### src/rtl/req_arbiter_if.sv
// -----------------------------------------------------------------------------
// req_arbiter_if
// Bundles the requester handshake and shared-resource signals of req_arbiter.
//
// Signals:
//   reqs       [REQ_NUMBER-1:0]  request lines, held high until acked
//   acks       [REQ_NUMBER-1:0]  one-hot grant/ack back to the requesters
//   start                        one-cycle pulse launching the shared resource
//   done                         finish pulse returned by the shared resource
//   grantIdx   [IDX_W-1:0]       index of the current or most recent grant
//   busy                         arbiter is not idle
//   timeoutErr                   one-cycle pulse when the watchdog aborts
//
// Modports:
//   slave  : the arbiter side (consumes reqs/done, produces the rest)
//   master : the environment side (requesters plus shared resource)
// -----------------------------------------------------------------------------
interface req_arbiter_if #(
  parameter int REQ_NUMBER = 4
);
  localparam int IDX_W = $clog2(REQ_NUMBER);

  logic [REQ_NUMBER-1:0] reqs;
  logic [REQ_NUMBER-1:0] acks;
  logic                  start;
  logic                  done;
  logic [IDX_W-1:0]      grantIdx;
  logic                  busy;
  logic                  timeoutErr;

  modport slave (
    input  reqs,
    input  done,
    output acks,
    output start,
    output grantIdx,
    output busy,
    output timeoutErr
  );

  modport master (
    output reqs,
    output done,
    input  acks,
    input  start,
    input  grantIdx,
    input  busy,
    input  timeoutErr
  );
endinterface

### src/rtl/req_arbiter.sv
// -----------------------------------------------------------------------------
// req_arbiter
// Round-robin arbiter sharing one start/done resource among REQ_NUMBER
// requesters using a 4-phase req/ack handshake, with an abort watchdog.
//
// Ports:
//   clk  : rising-edge clock
//   rst  : synchronous active-high reset
//   bus  : req_arbiter_if.slave (reqs, done in; acks, start, grantIdx, busy,
//          timeoutErr out; all outputs registered)
//
// Parameters:
//   REQ_NUMBER : number of requesters (>= 2); must match the interface
//   TIMEOUT    : WAIT_DONE cycles before abort, 0 disables the watchdog
//   CNT_W      : watchdog counter width, TIMEOUT < 2**CNT_W
// -----------------------------------------------------------------------------
module req_arbiter #(
  parameter int REQ_NUMBER = 4,
  parameter int TIMEOUT    = 256,
  parameter int CNT_W      = 16
) (
  input  logic             clk,
  input  logic             rst,
  req_arbiter_if.slave     bus
);

  localparam int IDX_W = $clog2(REQ_NUMBER);
  localparam logic [REQ_NUMBER-1:0] ACK_LSB    = {{(REQ_NUMBER-1){1'b0}}, 1'b1};
  localparam logic [REQ_NUMBER-1:0] ACK_NONE   = {REQ_NUMBER{1'b0}};
  localparam logic [IDX_W-1:0]      PTR_RESET  = IDX_W'(REQ_NUMBER - 1);
  localparam logic [CNT_W-1:0]      CNT_LAST   = CNT_W'(TIMEOUT - 1);
  localparam bit                    TIMEOUT_EN = (TIMEOUT != 0);

  typedef enum logic [1:0] {
    IDLE      = 2'd0,
    START     = 2'd1,
    WAIT_DONE = 2'd2,
    RELEASE   = 2'd3
  } state_t;

  state_t                state_q, state_d;
  logic [REQ_NUMBER-1:0] acks_q, acks_d;
  logic                  start_q, start_d;
  logic                  busy_q, busy_d;
  logic                  timeout_err_q, timeout_err_d;
  logic [IDX_W-1:0]      grant_idx_q, grant_idx_d;
  logic [IDX_W-1:0]      ptr_q, ptr_d;
  logic [CNT_W-1:0]      cnt_q, cnt_d;

  logic [IDX_W:0]        pick_s;
  logic                  pick_valid_s;
  logic [IDX_W-1:0]      pick_idx_s;

  // Round-robin search: returns {valid, index} of the first set request
  // starting at ptr+1 and wrapping. The loop walks from ptr itself (lowest
  // priority) towards ptr+1 (highest) so the last hit is the winner.
  function automatic logic [IDX_W:0] rr_pick(
    input logic [REQ_NUMBER-1:0] req,
    input logic [IDX_W-1:0]      ptr
  );
    logic [IDX_W:0]        res;
    logic [REQ_NUMBER-1:0] rot;
    int                    idx;
    res = {(IDX_W+1){1'b0}};
    for (int i = REQ_NUMBER; i >= 1; i--) begin
      idx = int'(ptr) + i;
      idx = (idx >= REQ_NUMBER) ? idx - REQ_NUMBER : idx;
      rot = req >> idx;
      res = rot[0] ? {1'b1, IDX_W'(idx)} : res;
    end
    return res;
  endfunction

  // Candidate winner for the next grant.
  always_comb begin
    pick_s       = rr_pick(bus.reqs, ptr_q);
    pick_valid_s = pick_s[IDX_W];
    pick_idx_s   = pick_s[IDX_W-1:0];
  end

  // Next-state and next-output logic.
  always_comb begin
    state_d       = state_q;
    acks_d        = acks_q;
    start_d       = 1'b0;
    busy_d        = busy_q;
    timeout_err_d = 1'b0;
    grant_idx_d   = grant_idx_q;
    ptr_d         = ptr_q;
    cnt_d         = cnt_q;

    case (state_q)
      IDLE: begin
        if (pick_valid_s) begin
          state_d     = START;
          acks_d      = ACK_LSB << pick_idx_s;
          grant_idx_d = pick_idx_s;
          start_d     = 1'b1;
          busy_d      = 1'b1;
          cnt_d       = {CNT_W{1'b0}};
        end else begin
          acks_d = ACK_NONE;
          busy_d = 1'b0;
        end
      end

      START: begin
        // A done arriving right after the start pulse is still accepted.
        if (bus.done) begin
          state_d = RELEASE;
        end else begin
          state_d = WAIT_DONE;
        end
      end

      WAIT_DONE: begin
        // done is checked first so it wins over a simultaneous timeout.
        if (bus.done) begin
          state_d = RELEASE;
        end else if (TIMEOUT_EN && (cnt_q == CNT_LAST)) begin
          state_d       = RELEASE;
          timeout_err_d = 1'b1;
        end else begin
          cnt_d = cnt_q + CNT_W'(1);
        end
      end

      RELEASE: begin
        // acks_q is one-hot on the granted requester, so masking picks reqs[g].
        if ((bus.reqs & acks_q) == ACK_NONE) begin
          state_d = IDLE;
          acks_d  = ACK_NONE;
          busy_d  = 1'b0;
          ptr_d   = grant_idx_q;
        end else begin
          state_d = RELEASE;
        end
      end

      default: begin
        state_d = IDLE;
        acks_d  = ACK_NONE;
        busy_d  = 1'b0;
      end
    endcase
  end

  // State and output registers with synchronous reset.
  always_ff @(posedge clk) begin
    if (rst) begin
      state_q       <= IDLE;
      acks_q        <= ACK_NONE;
      start_q       <= 1'b0;
      busy_q        <= 1'b0;
      timeout_err_q <= 1'b0;
      grant_idx_q   <= {IDX_W{1'b0}};
      ptr_q         <= PTR_RESET;
      cnt_q         <= {CNT_W{1'b0}};
    end else begin
      state_q       <= state_d;
      acks_q        <= acks_d;
      start_q       <= start_d;
      busy_q        <= busy_d;
      timeout_err_q <= timeout_err_d;
      grant_idx_q   <= grant_idx_d;
      ptr_q         <= ptr_d;
      cnt_q         <= cnt_d;
    end
  end

  assign bus.acks       = acks_q;
  assign bus.start      = start_q;
  assign bus.busy       = busy_q;
  assign bus.timeoutErr = timeout_err_q;
  assign bus.grantIdx   = grant_idx_q;

endmodule

### src/flat_wrapper.sv
// flat-port wrapper written by rule: the top's interface ports become plain ports
module req_arbiter_flat 
#(
  parameter int REQ_NUMBER = 4,
  parameter int TIMEOUT    = 256,
  parameter int CNT_W      = 16
)
  (clk, rst, bus_reqs, bus_done, bus_acks, bus_start, bus_grantIdx, bus_busy, bus_timeoutErr);
  req_arbiter_if #(.REQ_NUMBER(REQ_NUMBER)) bus_i ();
  input  logic clk;
  input  logic rst;
  input wire logic [$bits(bus_i.reqs)-1:0] bus_reqs;
  input wire logic [$bits(bus_i.done)-1:0] bus_done;
  output wire logic [$bits(bus_i.acks)-1:0] bus_acks;
  output wire logic [$bits(bus_i.start)-1:0] bus_start;
  output wire logic [$bits(bus_i.grantIdx)-1:0] bus_grantIdx;
  output wire logic [$bits(bus_i.busy)-1:0] bus_busy;
  output wire logic [$bits(bus_i.timeoutErr)-1:0] bus_timeoutErr;
  assign bus_i.reqs = bus_reqs;
  assign bus_i.done = bus_done;
  assign bus_acks = bus_i.acks;
  assign bus_start = bus_i.start;
  assign bus_grantIdx = bus_i.grantIdx;
  assign bus_busy = bus_i.busy;
  assign bus_timeoutErr = bus_i.timeoutErr;
  req_arbiter #(.REQ_NUMBER(REQ_NUMBER), .TIMEOUT(TIMEOUT), .CNT_W(CNT_W)) u_core (.clk(clk), .rst(rst), .bus(bus_i));
endmodule
### config.mk
export PLATFORM = sky130hd
export DESIGN_NAME = req_arbiter_flat
export DESIGN_NICKNAME = d
export VERILOG_FILES = /design/src/rtl/req_arbiter_if.sv /design/src/rtl/req_arbiter.sv /design/src/flat_wrapper.sv
export SDC_FILE = /design/constraint.sdc
export NUM_CORES = 1
export LEC_CHECK = 0
export CORE_MARGIN = 2
export CORE_UTILIZATION = 35
export CTS_BUF_LIST = sky130_fd_sc_hd__clkbuf_16
export CTS_CLUSTER_DIAMETER = 30
export CTS_CLUSTER_SIZE = 28
export DETAILED_ROUTE_END_ITERATION = 7
export HOLD_SLACK_MARGIN = 0.03
export SLEW_MARGIN = 20
export SYNTH_ARGS = -nofsm -noshare
export SYNTH_HDL_FRONTEND = slang
export SYNTH_SLANG_ARGS = --single-unit
### constraint.sdc
create_clock -name clk -period 6.2 [get_ports clk]
set_input_delay 1.86 -clock clk [delete_from_list [all_inputs] [get_ports clk]]
set_output_delay 1.86 -clock clk [all_outputs]
set_load 0.02 [all_outputs]
==> results of run 1 <==
## per-layer routing
metal / part of all wire [%] / wire (um)
met5: 0 / 0
met4: 1.6 / 61
met3: 4.2 / 155
met2: 41 / 1530
met1: 53 / 1960
## state kept, by name, indices dropped and copies added, names as in the netlist
name	cells
u_core.cnt_q	16
u_core.bus.acks	4
u_core.bus.grantIdx	2
u_core.ptr_q	2
u_core.state_q	2
u_core.bus.busy	1
u_core.bus.start	1
u_core.bus.timeoutErr	1
## worst max-delay path, stage by stage
cell             delay, ns
clkdlybuf4s50_1       0.48
mux4_2                0.55
a221o_1               0.33
o21ai_2               0.70
a211oi_1              0.20
mux2i_1               0.16
## cell families (layout without fill, tap and decap cells)
kind of cell | after synthesis | after routing | synth area share, %
adders and majority gates | 4 | 4 | 2.99
AOI/OAI and AO/OA | 57 | 57 | 28.3
xor gates and xnor gates | 3 | 3 | 1.57
DFF | 29 | 29 | 34.7
and+or+nand+nor | 73 | 73 | 22.7
muxes | 8 | 8 | 5.83
buffers and inverters | 12 | 27 | 3.96
## area by class of cell
class                   count  area share [%]
repair buffers             15            7.48
multi-input cells         145            51.3
well taps                  54            3.37
clock inverters             2            1.75
inverters                   5           0.935
clock buffers               5            6.23
flip-flops and latches     29            28.9
## final timing paths
| path | start | to | depth (start not counted) |
|---|---|---|---|
| setup / recovery | bus_reqs[2] | u_core.cnt_q[6] | 6 |
| hold reg to reg | u_core.bus.busy | u_core.bus.busy | 1 |
| hold / removal | u_core.bus.busy | u_core.bus.busy | 1 |
| setup reg to reg | u_core.ptr_q[0] | u_core.cnt_q[6] | 7 |
## cells in the final DEF (no fill, tap or decap), drive strengths merged, types with 5 or more instances in the layout
| master | synthesis | routed |
|---|---|---|
| o21ai | 8 | 8 |
| a2111o | 7 | 7 |
| inv | 5 | 5 |
| clkbuf | 2 | 5 |
| clkdlybuf4s50 | 0 | 15 |
| nor2 | 6 | 6 |
| nor3 | 5 | 5 |
| o2111ai | 6 | 6 |
| a21oi | 11 | 11 |
| dfxtp | 29 | 29 |
| nand2 | 28 | 28 |
| nand4 | 5 | 5 |
## metrics by stage
| step | setup WS, ns | cells |
|---|---|---|
| 2_1_floorplan | 2.85 | 186 |
| 3_3_place_gp | 1.86 | 248 |
| 3_5_place_dp | 1.80 | 248 |
| 4_1_cts | 2.11 | 255 |
| 5_1_grt | 1.90 | 255 |
| 6_report | 2.06 | 255 |
## power groups by stage
stage	logic (mW)	registers [mW]	clock network [mW]
after floorplan	0.0919	0.222	0
after global placement	0.135	0.217	0
after detailed placement	0.134	0.216	0
after CTS	0.135	0.213	0.269
after global routing	0.148	0.215	0.274
final	0.135	0.213	0.263
==> summary.txt, run 1 <==
Vias per cell = 5.73
Max Freq = 242 MHz
Logic pwr share = 22.2%
Number of enable flip-flop cells after synthesis = 0
Final period util = 66.7%
P&R area growth vs syn = 20.0%
Met2 Usage GRT = 21.0%
Final net count = 212
Overall power = 0.611 mW
Worst hold path class = flip-flop to flip-flop
Global routing's busiest layer = met1
Fin area = 0.00201 sq mm
FF/Latch Area = 581 sq um
Crit Path Category = input pin to flip-flop
Fill cell count = 449
Max FO, Critical Path = 20
Iter 0 DRT Violations = 62
CP endpoint kind = flip-flop
Post-synth top flop = dfxtp_1
Drt total wl = 3710 um
CTS tree = yes
Post-synthesis sequential area ratio = 34.7%
Hold_buf cts = 0
Fraction of layout cells with a size suffix above 1 = 9.95%
Post-DP HPWL = 2680 um
Maximum Capacitance Violations = 0
Hold Fails Final Rpt = 0
DR pass1 iterations = 4
Library cells used by synthesis = 53
Final setup viols = 0
First-pass GRT wire length = 6470 um
Post-CTS Resized = 0
Die area = 0.00535 sq mm
Worst skew pair latency = 0.27 ns
Int Pwr = 0.439 mW
Hold slack = 0.454 ns
Port Buffers = 15
Synthesized area = 0.00167 sq mm
Met3 Usage GRT = 3.87%
Leakage = 0.728 nW
TNS Setup = 0 ns
Starting Density = 35.9%
Std cell rows = 25
Switching pwr = 0.173 mW
Most numerous cell in the Yosys netlist = dfxtp_1
Instance area at placement = 0.00184 sq mm
Initial antenna violation count = 0
Post-synth ARST share = 0%
RSZ-0062 raised after global routing = no
Status = complete, no violations
Clock sinks = 29
WP data required = 6.35 ns
Largest net degree at the start of global routing = 21
Post-layout util = 43.1%
PwrDens = 305 mW/mm^2
GR Util met1 = 22.3%
Total global routing track utilization = 15.5%
Synth area leader = dfxtp_1
Footprint of the multi-input gates = 0.00103 sq mm
Fin Clk Skew = 0.00365 ns
Arrival time at the worst endpoint = 4.29 ns
TritonCTS Buffers = 5
Die X-Extent = 73.1 um
Reg-to-reg setup timing slack = 3.18 ns
Average cell area after synthesis = 8.99 sq um
Slew Viols, Final = 0
Vias in the first global route = 1,350
Top cell type's share of synthesized area = 34.7%
Root buffer cell = clkbuf_16
CP startpoint kind = input pin
Relative slew slack = 41.2%
Setup repair bufs after CTS = 0
Sequential share of power = 34.8%
Synth Register Bits = 29
Switching Fraction = 28.2%
Detail Route Antenna Nets = 0
Maximum clock insertion buffer count = 2
Placer Congestion = 0.858
Synthesis warning total = 0
GRT overflow = 0
Clock Pin Slew Worst Setup and Hold Paths = 0.05 ns
Cells after Synth = 186
Core Region = 0.00466 sq mm
Worst-margin pin slew = 0.881 ns
Post-Syn Nets = 197
Post-layout min period = 4.14 ns
Top Ports = 16
Avg WL per Cell = 14.5 um
DRC = 0
Chip height = 73.1 um
Most common library cells after synthesis = dfxtp_1 (29), nand2_1 (28), a21oi_1 (11), a2111o_1 (7), o2111ai_1 (6)
Via count = 1,460
H-tree depth = 2
Clock Power Share = 43.0%
# diodes = 0
Worst IR Drop VDD = 0.183 mV
Top cells by area, synth = dfxtp_1 (35%), nand2_1 (6.3%), a2111o_1 (4.7%)
Power figures use the tool's default switching activity.
==> run 2: changes to the inputs <==
clock period = 4.3 ns   (was 6.2 ns; I/O delays follow)
==> summary.txt, run 2 (same netlist as run 1, synthesis figures left out) <==
Maximum clock insertion buffer count = 2
Hold slack = 0.458 ns
Final setup viols = 0
Final period util = 74.2%
Relative slew slack = 52.9%
TNS Setup = 0 ns
Vias per cell = 5.75
Die area = 0.00535 sq mm
Most flops, register = u_core.cnt_q
Crit path largest cell delay = 0.54 ns
Top cell family by delay on the critical path = buffers and inverters
Worst-margin pin slew = 0.700 ns
Initial antenna violation count = 0
Worst hold path class = flip-flop to flip-flop
Total global routing track utilization = 15.7%
Placer Congestion = 0.835
Crit-path slowest cell = mux4_2
H-tree depth = 2
DRC = 0
CP endpoint kind = flip-flop
Post-CTS Resized = 0
Root buffer cell = clkbuf_16
Footprint of the multi-input gates = 0.00103 sq mm
Fill cell count = 466
Final net count = 213
Post-DP HPWL = 2780 um
TritonCTS Buffers = 5
FF/Latch Area = 581 sq um
Std cell rows = 25
Setup ws final = 1.11 ns
Placement Setup Slack = 0.828 ns
Clock sinks = 29
Chip height = 73.1 um
CP Buf/Inv Count = 2
Reg-to-reg setup timing slack = 1.58 ns
GRT overflow = 0
Avg WL per Cell = 14.9 um
P&R area growth vs syn = 19.1%
DR pass1 iterations = 5
Max reg flops = 16
Commonest non-fill, non-tap cell in the layout = dfxtp_1
Crit Path Category = input pin to flip-flop
Post-layout min period = 3.19 ns
Leakage = 0.722 nW
Post-layout util = 42.7%
Status = complete, no violations
Worst skew pair latency = 0.27 ns
Detail Route Antenna Nets = 0
Largest net degree at the start of global routing = 21
Placed cells = 249
RSZ-0062 raised after global routing = no
WP data required = 4.46 ns
Die X-Extent = 73.1 um
Commonest cells after routing, fill and taps aside = dfxtp_1 (29), nand2_1 (28), clkdlybuf4s50_1 (15)
Max Freq = 313 MHz
Fin Clk Skew = 0.00542 ns
Setup repair bufs after CTS = 0
Starting Density = 35.9%
Top Ports = 16
Overall power = 0.826 mW
Max FO, Critical Path = 20
Instance area at placement = 0.00185 sq mm
CTS tree = yes
Cell Chain, Critical Path = clkdlybuf4s50_1 > mux4_2 > a221o_1 > o21ai_2 > buf_4 > nor2_2 > a32o_1
Maximum Capacitance Violations = 0
Port Buffers = 15
Iter 0 DRT Violations = 84
Drt total wl = 3840 um
Fin cells = 257
Clock Pin Slew Worst Setup and Hold Paths = 0.05 ns
Worst IR Drop VDD = 0.240 mV
Fin area = 0.00199 sq mm
Vias in the first global route = 1,380
First-pass GRT wire length = 6420 um
# diodes = 0
Slew Viols, Final = 0
Core Region = 0.00466 sq mm
Hold Fails Final Rpt = 0
Hold_buf cts = 0
Via count = 1,477
Fraction of layout cells with a size suffix above 1 = 9.85%
Arrival time at the worst endpoint = 3.35 ns
PwrDens = 415 mW/mm^2
CP startpoint kind = input pin
[run 2: changes by cell type in the layout (fill, tap and decap cells not counted), sizes merged]
cell / previous run / this run
buf: 0 / 1
bufinv: 1 / 0
clkinv: 1 / 3
[run 2: layer usage]
layer / GRT usage [%] / wire length [um] / up-vias
met5: 0 / 0 / -
met1: 20.7 / 1940 / 688
li1: - / - / 760
met2: 23.6 / 1730 / 25
met4: 6.38 / 32 / 0
met3: 5.11 / 136 / 4
[run 2: power by group]
part / switching [mW] / total (mW) / internal (mW)
Combinational: 0.120 / 0.200 / 0.0802
Sequential: 0.0193 / 0.307 / 0.288
Clock: 0.111 / 0.319 / 0.208
[run 2: area by class of cell]
type,instances,share of cell area (%)
clock buffer,5,6.28
clock inverter,3,0.628
inverter,5,0.942
multi-input combinational,145,51.7
sequential,29,29.1
tap,54,3.39
timing repair buffer,16,7.91
[run 2: final timing paths]
| check | start | end | cells after the start |
|---|---|---|---|
| setup reg to reg | u_core.ptr_q[0] | u_core.cnt_q[6] | 8 |
| hold reg to reg | u_core.bus.busy | u_core.bus.busy | 1 |
| setup / recovery | bus_reqs[1] | u_core.bus.acks[2] | 7 |
| hold / removal | u_core.bus.busy | u_core.bus.busy | 1 |
==> run 3: changes to the inputs <==
clock period = 3 ns   (was 4.3 ns; I/O delays follow)
==> summary.txt, run 3 (same netlist as run 1, synthesis figures left out) <==
Status = complete, no violations
HP Start = u_core.bus.busy
Sequential share of power = 33.0%
Post-DP HPWL = 3020 um
Placer Congestion = 0.797
Relative slew slack = 54.3%
Leakage = 0.813 nW
WP data required = 3.16 ns
Most flops, register = u_core.cnt_q
Core Region = 0.00466 sq mm
Clock Power Share = 42.2%
Int Pwr = 0.946 mW
Fin Clk Skew = 0.00827 ns
Worst IR Drop VDD = 0.345 mV
Switching Fraction = 29.1%
Fraction of layout cells with a size suffix above 1 = 15.6%
TNS Setup = 0 ns
DR pass1 iterations = 4
Starting Density = 35.9%
Final period util = 94.3%
Hold Fails Final Rpt = 0
Max Freq = 354 MHz
Placement Setup Slack = -0.134 ns
Top Ports = 16
Via count = 1,572
Commonest cells after routing, fill and taps aside = dfxtp_1 (29), nand2_1 (28), clkdlybuf4s50_1 (15), buf_4 (15), a21oi_1 (11)
Crit Path Category = input pin to flip-flop
Die area = 0.00535 sq mm
Commonest non-fill, non-tap cell in the layout = dfxtp_1
Logic pwr share = 24.8%
GRT overflow = 0
Std cell rows = 25
RSZ-0062 raised after global routing = no
CP endpoint kind = flip-flop
Max FO, Critical Path = 5
Root buffer cell = clkbuf_16
DRC = 0
Clock sinks = 29
Slew Viols, Final = 0
H-tree depth = 2
Maximum clock insertion buffer count = 2
Reg-to-reg setup timing slack = 0.25 ns
Switching pwr = 0.389 mW
Maximum Capacitance Violations = 0
Hold slack = 0.467 ns
Avg WL per Cell = 15.5 um
Initial antenna violation count = 0
Fin area = 0.00214 sq mm
Worst skew pair latency = 0.28 ns
Chip height = 73.1 um
Arrival time at the worst endpoint = 2.99 ns
CTS tree = yes
Worst setup path startpoint = bus_reqs[1]
Setup repair bufs after CTS = 0
Hold_buf cts = 0
First-pass GRT wire length = 6960 um
P&R area growth vs syn = 27.8%
Post-layout min period = 2.83 ns
Worst R2R Start = u_core.ptr_q[0]
Instance area at placement = 0.00198 sq mm
Drt total wl = 4220 um
Max reg flops = 16
Final setup viols = 0
Worst hold path class = flip-flop to flip-flop
Port Buffers = 15
CP startpoint kind = input pin
Vias in the first global route = 1,523
PwrDens = 624 mW/mm^2
Largest net degree at the start of global routing = 20
# diodes = 0
TritonCTS Buffers = 5
Final net count = 228
Post-CTS Resized = 0
Worst-margin pin slew = 0.679 ns
Iter 0 DRT Violations = 72
Clock Pin Slew Worst Setup and Hold Paths = 0.05 ns
Setup ws final = 0.171 ns
Die X-Extent = 73.1 um
Vias per cell = 5.78
Total global routing track utilization = 17.1%
Detail Route Antenna Nets = 0
==> run 3: changes by cell type in the layout (fill, tap and decap cells not counted), sizes merged <==
cell	change
buf	+15
bufinv	+1
clkinv	-2
inv	+1
==> run 3: per-layer routing <==
layer,up-vias,part of all wire [%],track usage (%)
met5,-,0,0
met4,0,1.4,8.23
met3,7,4.0,4.28
met2,28,44,25.9
met1,749,51,22.5
li1,788,-,-
==> run 3: stage by stage <==
stage               util (%)  total power, mW  instances
CTS                     45.9             1.34        272
global placement        42.4            0.773        264
finish                  45.9             1.33        272
global route            45.9             1.39        272
detailed placement      42.4            0.775        264
floorplan                  -            0.648        186
==> run 3: critical path: stages <==
cell	delay, ns
clkdlybuf4s50_1	0.44
buf_4	0.16
mux2_2	0.32
a22o_1	0.22
a31oi_1	0.16
mux2_2	0.41
o41ai_1	0.38
==> run 3: path summary, 6_finish.rpt <==
kind / endpoint / depth (start not counted)
worst max-delay path: u_core.bus.acks[3] / 7
worst min-delay path: u_core.bus.busy / 1
worst max register to register: u_core.bus.acks[3] / 8
worst min register to register: u_core.bus.busy / 1
==> run 3: power by group through the flow <==
| stage | Clock [mW] | Sequential [mW] | Combinational, mW |
|---|---|---|---|
| floorplan | 0 | 0.458 | 0.190 |
| global placement | 0 | 0.448 | 0.325 |
| detailed placement | 0 | 0.448 | 0.327 |
| CTS | 0.565 | 0.441 | 0.331 |
| global route | 0.583 | 0.444 | 0.358 |
| finish | 0.563 | 0.440 | 0.331 |
==> run 3: cell type report <==
cell class	instances	area, sq um
clock buffers	5	125
fillers	426	2520
inverters	5	18.8
flip-flops and latches	29	581
well taps	54	67.6
clock inverters	3	37.5
multi-input cells	145	1030
repair buffers	31	283
